File: src/rtl/rng_sched.sv
// Purpose: hands generator words to NREQ requesters, one word per grant, round-robin.
// Latency: grant issued the cycle after READY sees a request; FILL->WAIT->READY refill between grants.
// Backpressure: holds the buffered word in READY while no request is pending; reissues gen_step on timeout.
module rng_sched #(
  parameter int NREQ    = 4,
  parameter int TIMEOUT = 16
) (
  input  logic            clk,
  input  logic            rst,
  input  logic [NREQ-1:0] req,
  output logic [NREQ-1:0] gnt,
  output logic [31:0]     rnd_out,
  output logic            gen_step,
  input  logic            gen_valid,
  input  logic [31:0]     gen_data,
  output logic            err
);

  localparam int LW = $clog2(NREQ);

  typedef enum logic [1:0] {
    FILL  = 2'd0,
    WAIT  = 2'd1,
    READY = 2'd2
  } state_t;

  state_t          state_q, state_d;
  logic [7:0]      cnt_q, cnt_d;
  logic [31:0]     buf_q, buf_d;
  logic [NREQ-1:0] gnt_q, gnt_d;
  logic [31:0]     rnd_q, rnd_d;
  logic            err_q, err_d;
  logic [LW-1:0]   last_q, last_d;

  logic            pick_found;
  logic [LW-1:0]   pick_idx;

  // Round-robin search: first requester at or after last_grant+1, wrapping.
  function automatic logic [LW:0] rr_pick(input logic [NREQ-1:0] r, input logic [LW-1:0] last);
    logic          found;
    logic [LW-1:0] win;
    found = 1'b0;
    win   = '0;
    for (int i = 1; i <= NREQ; i++) begin
      if (!found && r[(int'(last) + i) % NREQ]) begin
        found = 1'b1;
        win   = LW'((int'(last) + i) % NREQ);
      end
    end
    return {found, win};
  endfunction

  // Winner selection from the current request vector and fairness pointer.
  always_comb begin
    {pick_found, pick_idx} = rr_pick(req, last_q);
  end

  // Next-state and datapath: refill, wait for the generator, deliver one word.
  always_comb begin
    state_d = state_q;
    cnt_d   = cnt_q;
    buf_d   = buf_q;
    gnt_d   = '0;
    rnd_d   = rnd_q;
    err_d   = err_q;
    last_d  = last_q;
    unique case (state_q)
      FILL: begin
        state_d = WAIT;
        cnt_d   = 8'd0;
      end
      WAIT: begin
        if (gen_valid) begin
          // A word arriving on the expiry cycle still wins: no reissue, no error.
          buf_d   = gen_data;
          state_d = READY;
        end else if (cnt_q == 8'(TIMEOUT - 1)) begin
          state_d = FILL;
          err_d   = 1'b1;
        end else begin
          cnt_d = cnt_q + 8'd1;
        end
      end
      READY: begin
        if (pick_found) begin
          gnt_d[pick_idx] = 1'b1;
          rnd_d           = buf_q;
          last_d          = pick_idx;
          state_d         = FILL;
        end
      end
      default: state_d = FILL;
    endcase
  end

  // State registers with synchronous reset; last_grant starts at NREQ-1 so requester 0 leads.
  always_ff @(posedge clk) begin
    if (rst) begin
      state_q <= FILL;
      cnt_q   <= 8'd0;
      buf_q   <= 32'd0;
      gnt_q   <= '0;
      rnd_q   <= 32'd0;
      err_q   <= 1'b0;
      last_q  <= LW'(NREQ - 1);
    end else begin
      state_q <= state_d;
      cnt_q   <= cnt_d;
      buf_q   <= buf_d;
      gnt_q   <= gnt_d;
      rnd_q   <= rnd_d;
      err_q   <= err_d;
      last_q  <= last_d;
    end
  end

  // Outputs come straight from registers; gen_step decodes the state register only.
  always_comb begin
    gnt      = gnt_q;
    rnd_out  = rnd_q;
    err      = err_q;
    gen_step = (state_q == FILL);
  end

endmodule

File: config.mk
export PLATFORM = sky130hd
export DESIGN_NAME = rng_sched
export DESIGN_NICKNAME = d
export VERILOG_FILES = /design/src/rtl/rng_sched.sv
export SDC_FILE = /design/constraint.sdc
export NUM_CORES = 1
export LEC_CHECK = 0
export ABC_CLOCK_PERIOD_IN_PS = 4100
export CORE_ASPECT_RATIO = 0.75
export CORE_UTILIZATION = 35
export CTS_CLUSTER_DIAMETER = 50
export DETAILED_ROUTE_END_ITERATION = 8
export GPL_TIMING_DRIVEN = 0
export MAX_ROUTING_LAYER = met4
export PLACE_DENSITY = 0.6
export SETUP_SLACK_MARGIN = 0.5
export SLEW_MARGIN = 10
export SYNTH_ARGS = -nofsm -noshare
export SYNTH_HDL_FRONTEND = slang
export SYNTH_SLANG_ARGS = --single-unit
export TNS_END_PERCENT = 20
File: constraint.sdc
create_clock -name clk -period 4.1 [get_ports clk]
set_input_delay 0.615 -clock clk [delete_from_list [all_inputs] [get_ports clk]]
set_output_delay 0.615 -clock clk [all_outputs]
set_load 0.02 [all_outputs]
Word-level counts from Yosys, hierarchy flattened

Index checks and enable logic that the tools add are counted.

Word-level logic and storage cells: 80
Register bits: 81
Output and inout bits: 38

Equality and inequality tests: 7
Reductions and logical operators: 19
Bitwise gates (word level): 7
$lt $le $gt $ge: 6
Mux-type cells: 29
Add/sub/neg operators: 5

Operators with widths:

| kind                  | count |
|---|---|
| $lt A3 B4 Y1 const B  | 4 |
| $mux W8               | 2 |
| $pmux W8 S2           | 1 |
| $mux W2               | 7 |
| $mux W1               | 13 |
| $add A8 B1 Y8 const B | 1 |
| $bmux W1 S2           | 4 |
| $eq A8 B4 Y1 const B  | 1 |
| $reduce_or A2 Y1      | 4 |
| $ne A2 B2 Y1 const B  | 3 |
| $pmux W2 S3           | 1 |
| $reduce_and A2 Y1     | 3 |
| $reduce_and A3 Y1     | 2 |
| $add A2 B1 Y2 const B | 2 |
| $add A2 B2 Y2 const B | 2 |
| $and A1 B1 Y1 const A | 4 |
| $logic_and A1 B1 Y1   | 4 |
| $logic_not A1 Y1      | 3 |
| $lt A2 B3 Y1 const B  | 1 |
| $ne A3 B3 Y1 const B  | 1 |
| $not A1 Y1            | 3 |
| $reduce_or A3 Y1      | 1 |
| $demux W1 S2          | 1 |
| $eq A2 B1 Y1 const B  | 1 |
| other kinds (4)       | 4 |

Longest topological paths before layout

Word-level depth: 20
Depth in mapped cells: 6

Least setup slack after synthesis

No wires, ideal clock.

Kind: input to register
Start point: input port gen_valid
End point: register cnt_q[7]
Library setup time: 0.062 ns
Stages on the path: 4
Path slack: 2.320 ns
Required time: 4.038 ns
Arrival: 1.718 ns
Cell sequence: or4b_4 > o21bai_4 > or3_1 > nand3_1

Word-level cells in the longest chain between the ends: 2

RTL lines:

| what                        | line | text |
|---|---|---|
| start, declared             | 14   | `input logic gen_valid,` |
| $ne A2 B2 Y1 (no line)      | --   |  |
| $reduce_and A3 Y1 (no line) | --   |  |
| end signal, assigned        | 108  | `cnt_q <= cnt_d;` |
| end, declared               | 28   | `logic [7:0] cnt_q, cnt_d;` |

No other way between the ends.
A chain may end at the register's enable or synchronous reset.

Final worst setup path

Start point: register state_q[1]
End point: output port gen_step

Word-level cells in the longest chain between the ends: 1

RTL lines:

| what                   | line | text |
|---|---|---|
| start, declared        | 27   | `state_t state_q, state_d;` |
| start signal, assigned | 107  | `state_q <= state_d;` |
| $logic_not A2 Y1       | 122  | `gen_step = (state_q == FILL);` |
| end, declared          | 13   | `output logic gen_step,` |

No other way between the ends.

==> qor.yml <==
crit_required_ns: 3.48
syn2layout_area_growth_pct: 41.5
tightest_slew_ns: 0.605
drc: 0
drv_slew: 0
slowest_stage: "clkdlybuf4s50_1"
htree_num_levels: 3
setup_violations: 0
cp_cell_sequence: "nor2_1 -> clkdlybuf4s50_1"
power.switching_w: 0.000382
start_kind: "register"
synth_seq_cells: 81
skew_ns: 0.00539
syn_inst: 374
synthTopCellsByArea: "dfxtp_1, nand2_1, a21oi_1"
start_util: 0.371
routedWlPerCell_um: 12.7
powerDensity_nw_per_um2: 442
period_needed_ns: 2.29
finalHoldViolCount: 0
hold_path_end: "rnd_out[15]"
holdWs_ns: 0.449
rr_startpoint: "cnt_q[4]"
cpPeakStageDelay_ns: 0.67
endpoint_kind: "output pin"
rsz0062_at_grt: "false"
antenna_cells: 0
drt_iter0_markers: 104
netlist.area_leader.share: 0.540
synth_top_area_cell: "dfxtp_1"
fin_crit_sh: 0.558
portBuffers: 76
seqPwrFrac: 0.435
rows: 28
ys_types: 35
dr.pass1.iters: 4
reg2reg_slack_ns: 2.40
drive_gt1_frac: 0.0622
die_w_um: 109
ys_warn_count: 0
post_cts_buffers: 0
outcome: "finished, final reports clean"
clkPwrFrac: 0.495
hpwl_um: 5020
seq_area_frac_synth: 0.540
r2r-end: "cnt_q[3]"
hp-class: "reg -> reg"
clk_pin_slew_ns: 0.06
gp_congestion: 0.822
die_h_um: 82.2
arrival_ns: 1.67
p_comb_frac: 0.070
viasPerCell: 4.78
dr_total_vias: 2727
clockBufferDepth: 2
grt_pass1_wl_um: 11500
design.core.area_um2: 8090
antenna_found_initial: 0
wirelength_um: 7240
path_class: "reg -> out"
clk-insertion-delay-late_ns: 0.33
post_cts_resized: 0
syn-num-nets: 414
cts_made_buffers: 9
power.leakage_nw: 1.48
maxCapViolCount: 0
cts.root.buffer_cell: "clkbuf_16"
finalSetupTns_ns: 0
slew_headroom: 0.593
grt_max_degree: 14
antenna_left: 0
cts_sinks: 81
nNetsFinal: 501
ir_drop_uv: 198
max_freq_mhz: 437
worst_r2r_path_depth: 4
hold_path_depth: 2
syn_area_per_cell_um2: 8.03
netlist_area_um2: 3000
cts_tree: "done"
hold_buffers: 0
intPower_w: 0.00150
grt.total_usage: 0.176
critPathMaxFanout: 8
dieArea_um2: 8960
p_sw_frac: 0.203
hold_path.startpoint: "buf_q[15]"
gr-total-overflow: 0
grt_pass1_vias: 2494
boundaryPins: 77
[worst max-delay path: cells and delay by family, from the launching register on]
family                 cells  cell delay, ns
buffers and inverters      1            0.67
flip-flops                 1            0.37
AND/OR/NAND/NOR            1            0.31
[worst max path at each step]
| stage | depth (start not counted) | startpoint | slack (ns) | end |
|---|---|---|---|---|
| floorplan | 4 | gen_valid | 2.32 | cnt_q[7] |
| global placement | 7 | req[2] | 1.55 | rnd_out[12] |
| detailed placement | 7 | req[2] | 1.52 | rnd_out[5] |
| CTS | 2 | state_q[1] | 1.79 | gen_step |
| global route | 6 | req[3] | 1.68 | rnd_out[5] |
| finish | 2 | state_q[1] | 1.81 | gen_step |
[registers in the layout, summed over array words and instances, names as in the netlist]
register / count
cnt_q: 8
last_q: 2
state_q: 2
err: 1
buf_q: 32
gnt: 4
rnd_out: 32
[power groups by stage]
stage,Combinational (W),Clock (W),Sequential (W)
6_report,0.000131,0.000931,0.000818
5_1_grt,0.000146,0.000981,0.000820
4_1_cts,0.000133,0.000952,0.000818
2_1_floorplan,0.0000637,0,0.000835
3_3_place_gp,0.000131,0,0.000835
3_5_place_dp,0.000132,0,0.000835
[kinds of logic (layout without fill, tap and decap cells)]
logic type      Yosys count  after routing  synth area share
simple gates            179            179             0.257
compound gates           84             84             0.152
flops                    81             81             0.540
buf+inv                  26            118            0.0379
xor+xnor                  2              2           0.00583
fa+ha+maj                 1              1           0.00417
mux                       1              1           0.00333
[cells in the mapped netlist (all sizes together)]
cell type  instances
a21oi             71
a31oi              2
and3               1
and3b              1
and4               1
buf                7
clkbuf            15
dfxtp             81
ha                 1
inv                4
mux2i              1
nand2            133
nand2b             1
nand3             11
nand3b             2
nand4              1
nor2              11
nor2b              2
nor3               3
nor3b              1
nor4               3
o211ai             2
o21ai              4
o21bai             1
o221a              1
o221ai             1
o31ai              2
or2                2
or3                3
or3b               1
or4                1
or4b               1
xor2               2
[metrics by stage]
stage          instances  worst slack (ns)   util  power, W  instance area (µm²)
2_1_floorplan        374              2.32      -  0.000899                 3000
3_3_place_gp         555              1.55  0.481  0.000966                 3890
3_5_place_dp         555              1.52  0.481  0.000967                 3890
4_1_cts              571              1.79  0.525   0.00190                 4250
5_1_grt              571              1.68  0.525   0.00195                 4250
6_report             571              1.81  0.525   0.00188                 4250
[routing by layer]
layer	vias up	GRT usage	routed length, µm	share of wire
li1	1421	-	-	-
met1	1226	0.229	3700	0.51
met2	72	0.263	3040	0.42
met3	8	0.0573	423	0.058
met4	0	0.0459	69	0.0095
met5	-	-	0	0
[cells in the final DEF, fill, tap and decap left out, types with 2 or more instances in the layout]
| cell | n |
|---|---|
| buf_4 | 3 |
| nor2_1 | 11 |
| o21ai_0 | 3 |
| o211ai_1 | 2 |
| or2_2 | 2 |
| nand3_1 | 11 |
| nor3_1 | 3 |
| nor2b_1 | 2 |
| clkbuf_8 | 2 |
| clkbuf_16 | 9 |
| a31oi_1 | 2 |
| nor4_1 | 3 |
| nand3b_1 | 2 |
| buf_2 | 4 |
| xor2_1 | 2 |
| clkbuf_1 | 16 |
| a21oi_1 | 71 |
| dfxtp_1 | 81 |
| nand2_1 | 133 |
| bufinv_16 | 3 |
| inv_1 | 4 |
| o31ai_1 | 2 |
| or3_1 | 3 |
| clkdlybuf4s50_1 | 76 |
[final cells by class]
cell class              instances  area, µm²
multi-input cells             267       1270
clock inverters                 4       98.8
well taps                     105        131
inverters                       4       15.0
flip-flops and latches         81       1620
clock buffers                  12        256
repair buffers                 76        761
fillers                       791       3840
plain buffers                  22       98.8
Note: power is estimated with default switching activity, not from simulation.
